## src/rtl/fault_recovery_controller.sv

```systemverilog
// Fault recovery controller: freezes, rolls the PC back to a checkpoint and resumes on a fault,
// escalating to a sticky HALT when faults recur before the retry count has been cleared by a quiet window.
module fault_recovery_controller #(
  parameter int                    NUM_FAULTS    = 3,
  parameter logic [NUM_FAULTS-1:0] CRIT_MASK     = 3'b100,
  parameter int                    MAX_RETRIES   = 2,
  parameter int                    FREEZE_CYCLES = 4,
  parameter int                    QUIET_CYCLES  = 16,
  parameter int                    XLEN          = 32
) (
  input  logic                  clk,
  input  logic                  reset,
  input  logic [NUM_FAULTS-1:0] fault_in,
  input  logic                  clear_halt,
  input  logic                  pc_write_normal,
  input  logic                  reg_write_normal,
  input  logic                  mem_write_normal,
  input  logic [XLEN-1:0]       pc_current,
  input  logic [XLEN-1:0]       pc_saved,
  output logic                  pc_write_out,
  output logic                  reg_write_out,
  output logic                  mem_write_out,
  output logic [XLEN-1:0]       pc_next,
  output logic                  insert_nop,
  output logic                  retry_en,
  output logic                  halted,
  output logic [2:0]            fsm_state,
  output logic [3:0]            retry_cnt,
  output logic [NUM_FAULTS-1:0] fault_cause,
  output logic [NUM_FAULTS-1:0] fault_log,
  output logic [7:0]            fault_count
);

  localparam int FW = $clog2(FREEZE_CYCLES + 1);
  localparam int QW = $clog2(QUIET_CYCLES + 1);
  localparam logic [FW-1:0] FREEZE_LOAD = FW'(FREEZE_CYCLES - 1);
  localparam logic [QW-1:0] QUIET_LAST  = QW'(QUIET_CYCLES - 1);
  localparam logic [3:0]    RETRY_LIMIT = 4'(MAX_RETRIES);

  typedef enum logic [2:0] {
    S_NORMAL  = 3'd0,
    S_FREEZE  = 3'd1,
    S_RECOVER = 3'd2,
    S_RESUME  = 3'd3,
    S_HALT    = 3'd4
  } state_t;

  state_t                r_state;
  state_t                w_nextState;
  logic [3:0]            r_retryCnt;
  logic [QW-1:0]         r_quietCnt;
  logic [FW-1:0]         r_freezeCnt;
  logic [NUM_FAULTS-1:0] r_faultCause;
  logic [NUM_FAULTS-1:0] r_faultLog;
  logic [7:0]            r_faultCount;
  logic                  w_anyFault;
  logic                  w_crit;
  logic                  w_detect;

  assign w_anyFault = |fault_in;
  assign w_crit     = |(fault_in & CRIT_MASK);
  assign w_detect   = (r_state == S_NORMAL) && w_anyFault;

  always_ff @(posedge clk) begin
    if (reset) r_state <= S_NORMAL;
    else       r_state <= w_nextState;
  end

  // Write gating in NORMAL depends on fault_in directly so a fault blocks writes in its own cycle.
  always_comb begin
    w_nextState   = r_state;
    pc_write_out  = 1'b0;
    reg_write_out = 1'b0;
    mem_write_out = 1'b0;
    pc_next       = pc_current;
    insert_nop    = 1'b0;
    retry_en      = 1'b0;
    halted        = 1'b0;
    case (r_state)
      S_NORMAL: begin
        if (!w_anyFault) begin
          pc_write_out  = pc_write_normal;
          reg_write_out = reg_write_normal;
          mem_write_out = mem_write_normal;
        end else if (r_retryCnt == RETRY_LIMIT) begin
          w_nextState = S_HALT;
        end else if (w_crit) begin
          w_nextState = S_FREEZE;
        end else begin
          w_nextState = S_RECOVER;
        end
      end
      S_FREEZE: begin
        if (r_freezeCnt == '0) w_nextState = S_RECOVER;
      end
      S_RECOVER: begin
        pc_next      = pc_saved;
        pc_write_out = 1'b1;
        insert_nop   = 1'b1;
        retry_en     = 1'b1;
        w_nextState  = S_RESUME;
      end
      S_RESUME: begin
        insert_nop  = 1'b1;
        w_nextState = S_NORMAL;
      end
      S_HALT: begin
        insert_nop = 1'b1;
        halted     = 1'b1;
        if (clear_halt) w_nextState = S_NORMAL;
      end
      default: w_nextState = S_NORMAL;
    endcase
  end

  // Retry increments on entry to RECOVER; the quiet window and clear_halt are the only ways back to zero.
  always_ff @(posedge clk) begin
    if (reset) begin
      r_retryCnt   <= '0;
      r_quietCnt   <= '0;
      r_freezeCnt  <= '0;
      r_faultCause <= '0;
      r_faultLog   <= '0;
      r_faultCount <= '0;
    end else begin
      r_faultLog <= r_faultLog | fault_in;
      if (w_detect) begin
        r_faultCause <= fault_in;
        r_quietCnt   <= '0;
        if (r_faultCount != 8'hFF) r_faultCount <= r_faultCount + 8'd1;
      end else if (r_state == S_NORMAL) begin
        if (r_quietCnt == QUIET_LAST) begin
          r_quietCnt <= '0;
          r_retryCnt <= '0;
        end else begin
          r_quietCnt <= r_quietCnt + QW'(1);
        end
      end
      if (r_state == S_HALT && clear_halt) begin
        r_retryCnt <= '0;
        r_quietCnt <= '0;
      end
      if (w_nextState == S_RECOVER && r_state != S_RECOVER) r_retryCnt <= r_retryCnt + 4'd1;
      if (w_nextState == S_FREEZE && r_state != S_FREEZE) r_freezeCnt <= FREEZE_LOAD;
      else if (r_state == S_FREEZE && r_freezeCnt != '0) r_freezeCnt <= r_freezeCnt - FW'(1);
    end
  end

  assign fsm_state   = r_state;
  assign retry_cnt   = r_retryCnt;
  assign fault_cause = r_faultCause;
  assign fault_log   = r_faultLog;
  assign fault_count = r_faultCount;

endmodule
```

## config.mk

```make
export PLATFORM = sky130hd
export DESIGN_NAME = fault_recovery_controller
export DESIGN_NICKNAME = d
export VERILOG_FILES = /design/src/rtl/fault_recovery_controller.sv
export SDC_FILE = /design/constraint.sdc
export NUM_CORES = 1
export LEC_CHECK = 0
export CORE_MARGIN = 4
export CORE_UTILIZATION = 37
export CTS_CLUSTER_SIZE = 40
export DETAILED_ROUTE_END_ITERATION = 16
export GPL_TIMING_DRIVEN = 0
export HOLD_SLACK_MARGIN = 0.05
export PLACE_DENSITY = 0.88
export SETUP_SLACK_MARGIN = 0.05
export SKIP_LAST_GASP = 1
export SLEW_MARGIN = 10
export SYNTH_ARGS = -nofsm -noshare
export SYNTH_HDL_FRONTEND = slang
export SYNTH_SLANG_ARGS = --single-unit
export TNS_END_PERCENT = 1
```

## constraint.sdc

```tcl
create_clock -name clk -period 3.9 [get_ports clk]
set_input_delay 0.78 -clock clk [delete_from_list [all_inputs] [get_ports clk]]
set_output_delay 0.78 -clock clk [all_outputs]
set_load 0.02 [all_outputs]
```

## After elaboration in Yosys (flattened, before gate mapping)

Index checks and enable logic that the tools add are counted.

| cells by class | value |
|---|---|
| add/subtract/negate cells | 4 |
| equality and inequality tests | 12 |
| muxes and demuxes | 24 |
| bitwise operators | 1 |
| reduce and logical (&&, ||, !) cells | 17 |

Operators by type and width:

| kind | count |
|---|---|
| 32-bit two-way mux | 1 |
| 4-bit two-way mux | 5 |
| 3-bit two-way mux | 4 |
| 3-bit case mux with 4 select lines | 1 |
| 3-bit by 2-bit equality test with 1-bit output (second input constant) | 3 |
| 3-bit nonzero test | 3 |
| 3-bit OR reduction | 3 |
| 8-bit by 1-bit adder with 8-bit output (second input constant) | 1 |
| 1-bit two-way mux | 8 |
| 8-bit != test (second input constant) | 1 |
| 3-bit by 1-bit equality test with 1-bit output (second input constant) | 2 |
| 3-bit zero test | 2 |
| 2-bit two-way mux | 3 |
| 3-bit by 1-bit != test with 1-bit output (second input constant) | 2 |
| 5-bit by 1-bit adder with 5-bit output (second input constant) | 1 |
| 5-bit by 4-bit equality test with 1-bit output (second input constant) | 1 |
| 1-bit logical AND | 5 |
| 5-bit two-way mux | 1 |
| 4-bit by 1-bit adder with 4-bit output (second input constant) | 1 |
| 4-bit by 2-bit equality test with 1-bit output (second input constant) | 1 |
| 3-bit equality test (second input constant) | 1 |
| 3-bit by 2-bit != test with 1-bit output (second input constant) | 1 |
| 3-bit OR | 1 |
| 3-bit AND reduction | 1 |
| other kinds (5) | 5 |

| storage, ports and cells | value |
|---|---|
| register bits after elaboration | 29 |
| input port bits | 73 |
| output and inout port bits | 59 |
| logic and storage cells | 66 |

## Logic depth before layout (Yosys ltp)

| depth | value |
|---|---|
| word-level depth | 8 |
| depth in mapped cells | 7 |
| gate-level depth less buffers | 7 |

## Worst setup path after synthesis

No wires, ideal clock.

| path | value |
|---|---|
| path kind | register to output |
| start point | register r_state[2], in the netlist fsm_state[2] |
| end point | output pc_next[22] |
| data arrival time | 1716 ps |
| slack | 1404 ps |
| cell stages (with the launch flop) | 6 |
| cells stage by stage | dfxtp_1 > buf_2 > nand2b_1 > nor2_1 > buf_2 > mux2_1 |

| on the way | value |
|---|---|
| longest elaborated chain between the ends | 2 |

RTL lines:

| element | RTL line | source |
|---|---|---|
| from (decl) | 48 | `state_t r_state;` |
| from (signal assigned) | 66 | `else r_state <= w_nextState;` |
| 3-bit by 2-bit equality test with 1-bit output | 79 | `case (r_state)` |
| 32-bit two-way mux | 79 |  |
| to (decl) | 23 | `output logic [XLEN-1:0] pc_next,` |

Every way passes these cells.

## Worst setup path in the final report

| path | value |
|---|---|
| start point | input fault_in[2] |
| end point | output pc_write_out |

| on the way | value |
|---|---|
| longest elaborated chain between the ends | 3 |

RTL lines:

| element | RTL line | source |
|---|---|---|
| from (decl) | 13 | `input logic [NUM_FAULTS-1:0] fault_in,` |
| 3-bit OR reduction | 60 | `assign w_anyFault = \|fault_in;` |
| 1-bit two-way mux | 81 | `if (!w_anyFault) begin` |
| 1-bit case mux with 2 select lines | 79 |  |
| to (decl) | 20 | `output logic pc_write_out,` |

Every way passes these cells.

==> flow_metrics.env <==
export IMPL_cp_end_kind="output pin"
export IMPL_reg2reg_from="retry_cnt[1]"
export IMPL_antenna_left=0
export IMPL_fin_crit_ns=3.45
export IMPL_cts_buffer_depth=2
export IMPL_status="complete, no violations"
export IMPL_p_switching_mw=0.836
export IMPL_setup_violations=0
export IMPL_fin_cells=406
export IMPL_netlist_area_um2=1810
export IMPL_regToRegSetupSlack_ns=1.72
export IMPL_portBuffers=131
export IMPL_pwr_share_clk=0.162
export IMPL_grt_max_degree=11
export IMPL_die_x_um=77.9
export IMPL_synthCells=200
export IMPL_drive_gt1_frac=0.118
export IMPL_crit_required_ns=3.12
export IMPL_slew_headroom=0.541
export IMPL_drc=0
export IMPL_cts_root_buf="clkbuf_8"
export IMPL_grt_pass1_wl_um=10100
export IMPL_synth_edf_count=0
export IMPL_start_util=0.383
export IMPL_syn2layout_area_growth_pct=83.7
export IMPL_clk_latency_ns=0.28
export IMPL_routedWlPerCell_um=15.9
export IMPL_worstMarginPinSlew_ns=0.685
export IMPL_power_frac_seq=0.199
export IMPL_arrival_ns=2.67
export IMPL_diodes=0
export IMPL_cts_max_level=2
export IMPL_wl_um=6450
export IMPL_fmax_mhz=290
export IMPL_clock_skew_ns=0.00755
export IMPL_startpoint="fault_in[2]"
export IMPL_first_iter_violations=65
export IMPL_p_leak_nw=1.24
export IMPL_firstDrtPassIters=4
export IMPL_cp_max_fo=6
export IMPL_finalHoldViolations=0
export IMPL_intPower_mw=1.20
export IMPL_r2r_cells=6
export IMPL_nets=417
export IMPL_overflow=0
export IMPL_ctsHoldBuffers=0
export IMPL_wl_met3_um=377
export IMPL_swShare=0.411
export IMPL_post_cts_resize_count=0
export IMPL_wl_met1_um=2520
export IMPL_grt_pass1_vias=2026
export IMPL_synth_area_leaders="dfxtp_1, mux2_2, mux2_1"
export IMPL_synth_distinct_cells=42
export IMPL_maxCapViolCount=0
export IMPL_syn_nets=279
export IMPL_worstSetupPathType="primary input to output pin"
export IMPL_min_period_over_period=0.883
export IMPL_finalMaxSlewViolations=0
export IMPL_synth_warnings=0
export IMPL_grt_antenna_before_repair=0
export IMPL_clk_pin_slew_ns=0.07
export IMPL_met2WireLength_um=3490
export IMPL_synth_ff_type="dfxtp_1"
export IMPL_highest_layer="met4"
export IMPL_hp_class="register to register"
export IMPL_syn_avg_cell_area_um2=9.05
export IMPL_ios=132
export IMPL_ys_top_cells_by_count="dfxtp_1, nor2_1, mux2_2, mux2_1, a21oi_1"
export IMPL_dieArea_um2=6070
export IMPL_core_um2=4720
export IMPL_ir_drop_mv=0.328
export IMPL_hold_path_depth=2
export IMPL_cts_tree="built"
export IMPL_power_frac_comb=0.639
export IMPL_power_density_nw_per_um2=612
export IMPL_synthArstFlopShare=0
export IMPL_rsz0062_at_grt="false"
export IMPL_place_inst=398
export IMPL_grt_use_total=0.208
export IMPL_synth_seq_cells=29
export IMPL_dp_final_hpwl_um=5270
export IMPL_fin_tns_setup_ns=0
export IMPL_rows=25
export IMPL_synth_top_area_cell="dfxtp_1"
export IMPL_cts_sinks=29
export IMPL_synth_top_cell_area_share=0.321
export IMPL_die_h_um=77.9
export IMPL_cts_buffers=5
export IMPL_r2r_end="retry_cnt[3]"
export IMPL_synth_most_common_cell="dfxtp_1"
export IMPL_vias_per_cell=4.92
export IMPL_post_cts_setup_buffers=0
export IMPL_vias=1997
export IMPL_crit_path_start_kind="primary input"
export IMPL_yosysSeqAreaShare=0.321
export IMPL_critPathCapture="pc_write_out"
export IMPL_gp_congestion=0.785
kinds of logic after synthesis:
logic type,after synthesis,synth area share
and+or+nand+nor,77,0.232
muxes,34,0.210
adders and majority gates,6,0.0415
AOI/OAI and AO/OA,29,0.107
DFF,29,0.321
buffers and inverters,17,0.0505
xor gates and xnor gates,8,0.0387
area by class of cell:
| cell class | instances | area, um2 |
|---|---|---|
| Fill cell | 369 | 1400 |
| Clock buffer | 6 | 82.6 |
| Inverter | 8 | 30.0 |
| Clock inverter | 2 | 37.5 |
| Timing Repair Buffer | 131 | 1310 |
| Buffer | 9 | 61.3 |
| Sequential cell | 29 | 581 |
| Tap cell | 67 | 83.8 |
| Multi-Input combinational cell | 154 | 1140 |
routing by layer:
metal | vias to the layer above | GRT usage
met5 | - | 0
met4 | 0 | 0.0490
met3 | 8 | 0.0487
met2 | 67 | 0.393
met1 | 932 | 0.233
li1 | 990 | -
state kept, by name, indices dropped and copies added (netlist names):
signal / flops
fault_count: 8
r_quietCnt: 5
retry_cnt: 4
fault_cause: 3
fault_log: 3
fsm_state: 3
r_freezeCnt: 3
power by group through the flow:
stage	logic (mW)	registers, mW	clock network, mW
floorplan	0.745	0.452	0
global placement	1.27	0.407	0
detailed placement	1.30	0.411	0
CTS	1.31	0.405	0.328
global route	1.40	0.414	0.343
finish	1.30	0.405	0.329
worst max-delay path, stage by stage:
cell and delay, ns:
clkdlybuf4s50_1 0.55, nor3_2 0.45, a21oi_1 0.12, nor3_1 0.14
clkdlybuf4s50_1 0.63
placed cells by master (no fill, tap or decap), types with 6 or more instances in the layout:
| master | Yosys | routed |
|---|---|---|
| clkdlybuf4s50_1 | 0 | 131 |
| dfxtp_1 | 29 | 29 |
| nor2_1 | 27 | 27 |
| mux2_2 | 18 | 18 |
| mux2_1 | 14 | 14 |
| a21oi_1 | 11 | 11 |
| nor3_1 | 9 | 9 |
| nand2_1 | 9 | 9 |
| inv_1 | 8 | 8 |
| nand3_1 | 8 | 8 |
| xnor2_1 | 6 | 6 |
| ha_1 | 6 | 6 |
| clkbuf_8 | 0 | 6 |
how the worst min path moves through the flow:
stage | from | end | slack (ns)
2_1_floorplan | r_quietCnt[4] | r_quietCnt[4] | 0.42
3_3_place_gp | r_quietCnt[4] | r_quietCnt[4] | 0.43
3_5_place_dp | r_quietCnt[4] | r_quietCnt[4] | 0.44
4_1_cts | r_quietCnt[4] | r_quietCnt[4] | 0.45
5_1_grt | r_quietCnt[4] | r_quietCnt[4] | 0.47
6_report | r_quietCnt[4] | r_quietCnt[4] | 0.45
stage by stage:
stage	power [mW]	hold slack (ns)	utilization	setup slack [ns]	cell area (um2)
after floorplan	1.20	0.424	-	1.40	1810
after global placement	1.68	0.434	0.678	0.433	3200
after detailed placement	1.71	0.441	0.678	0.446	3200
after CTS	2.04	0.450	0.704	0.442	3320
after global routing	2.16	0.474	0.704	0.282	3320
final	2.03	0.453	0.704	0.454	3320
(Power assumes the default switching activity.)
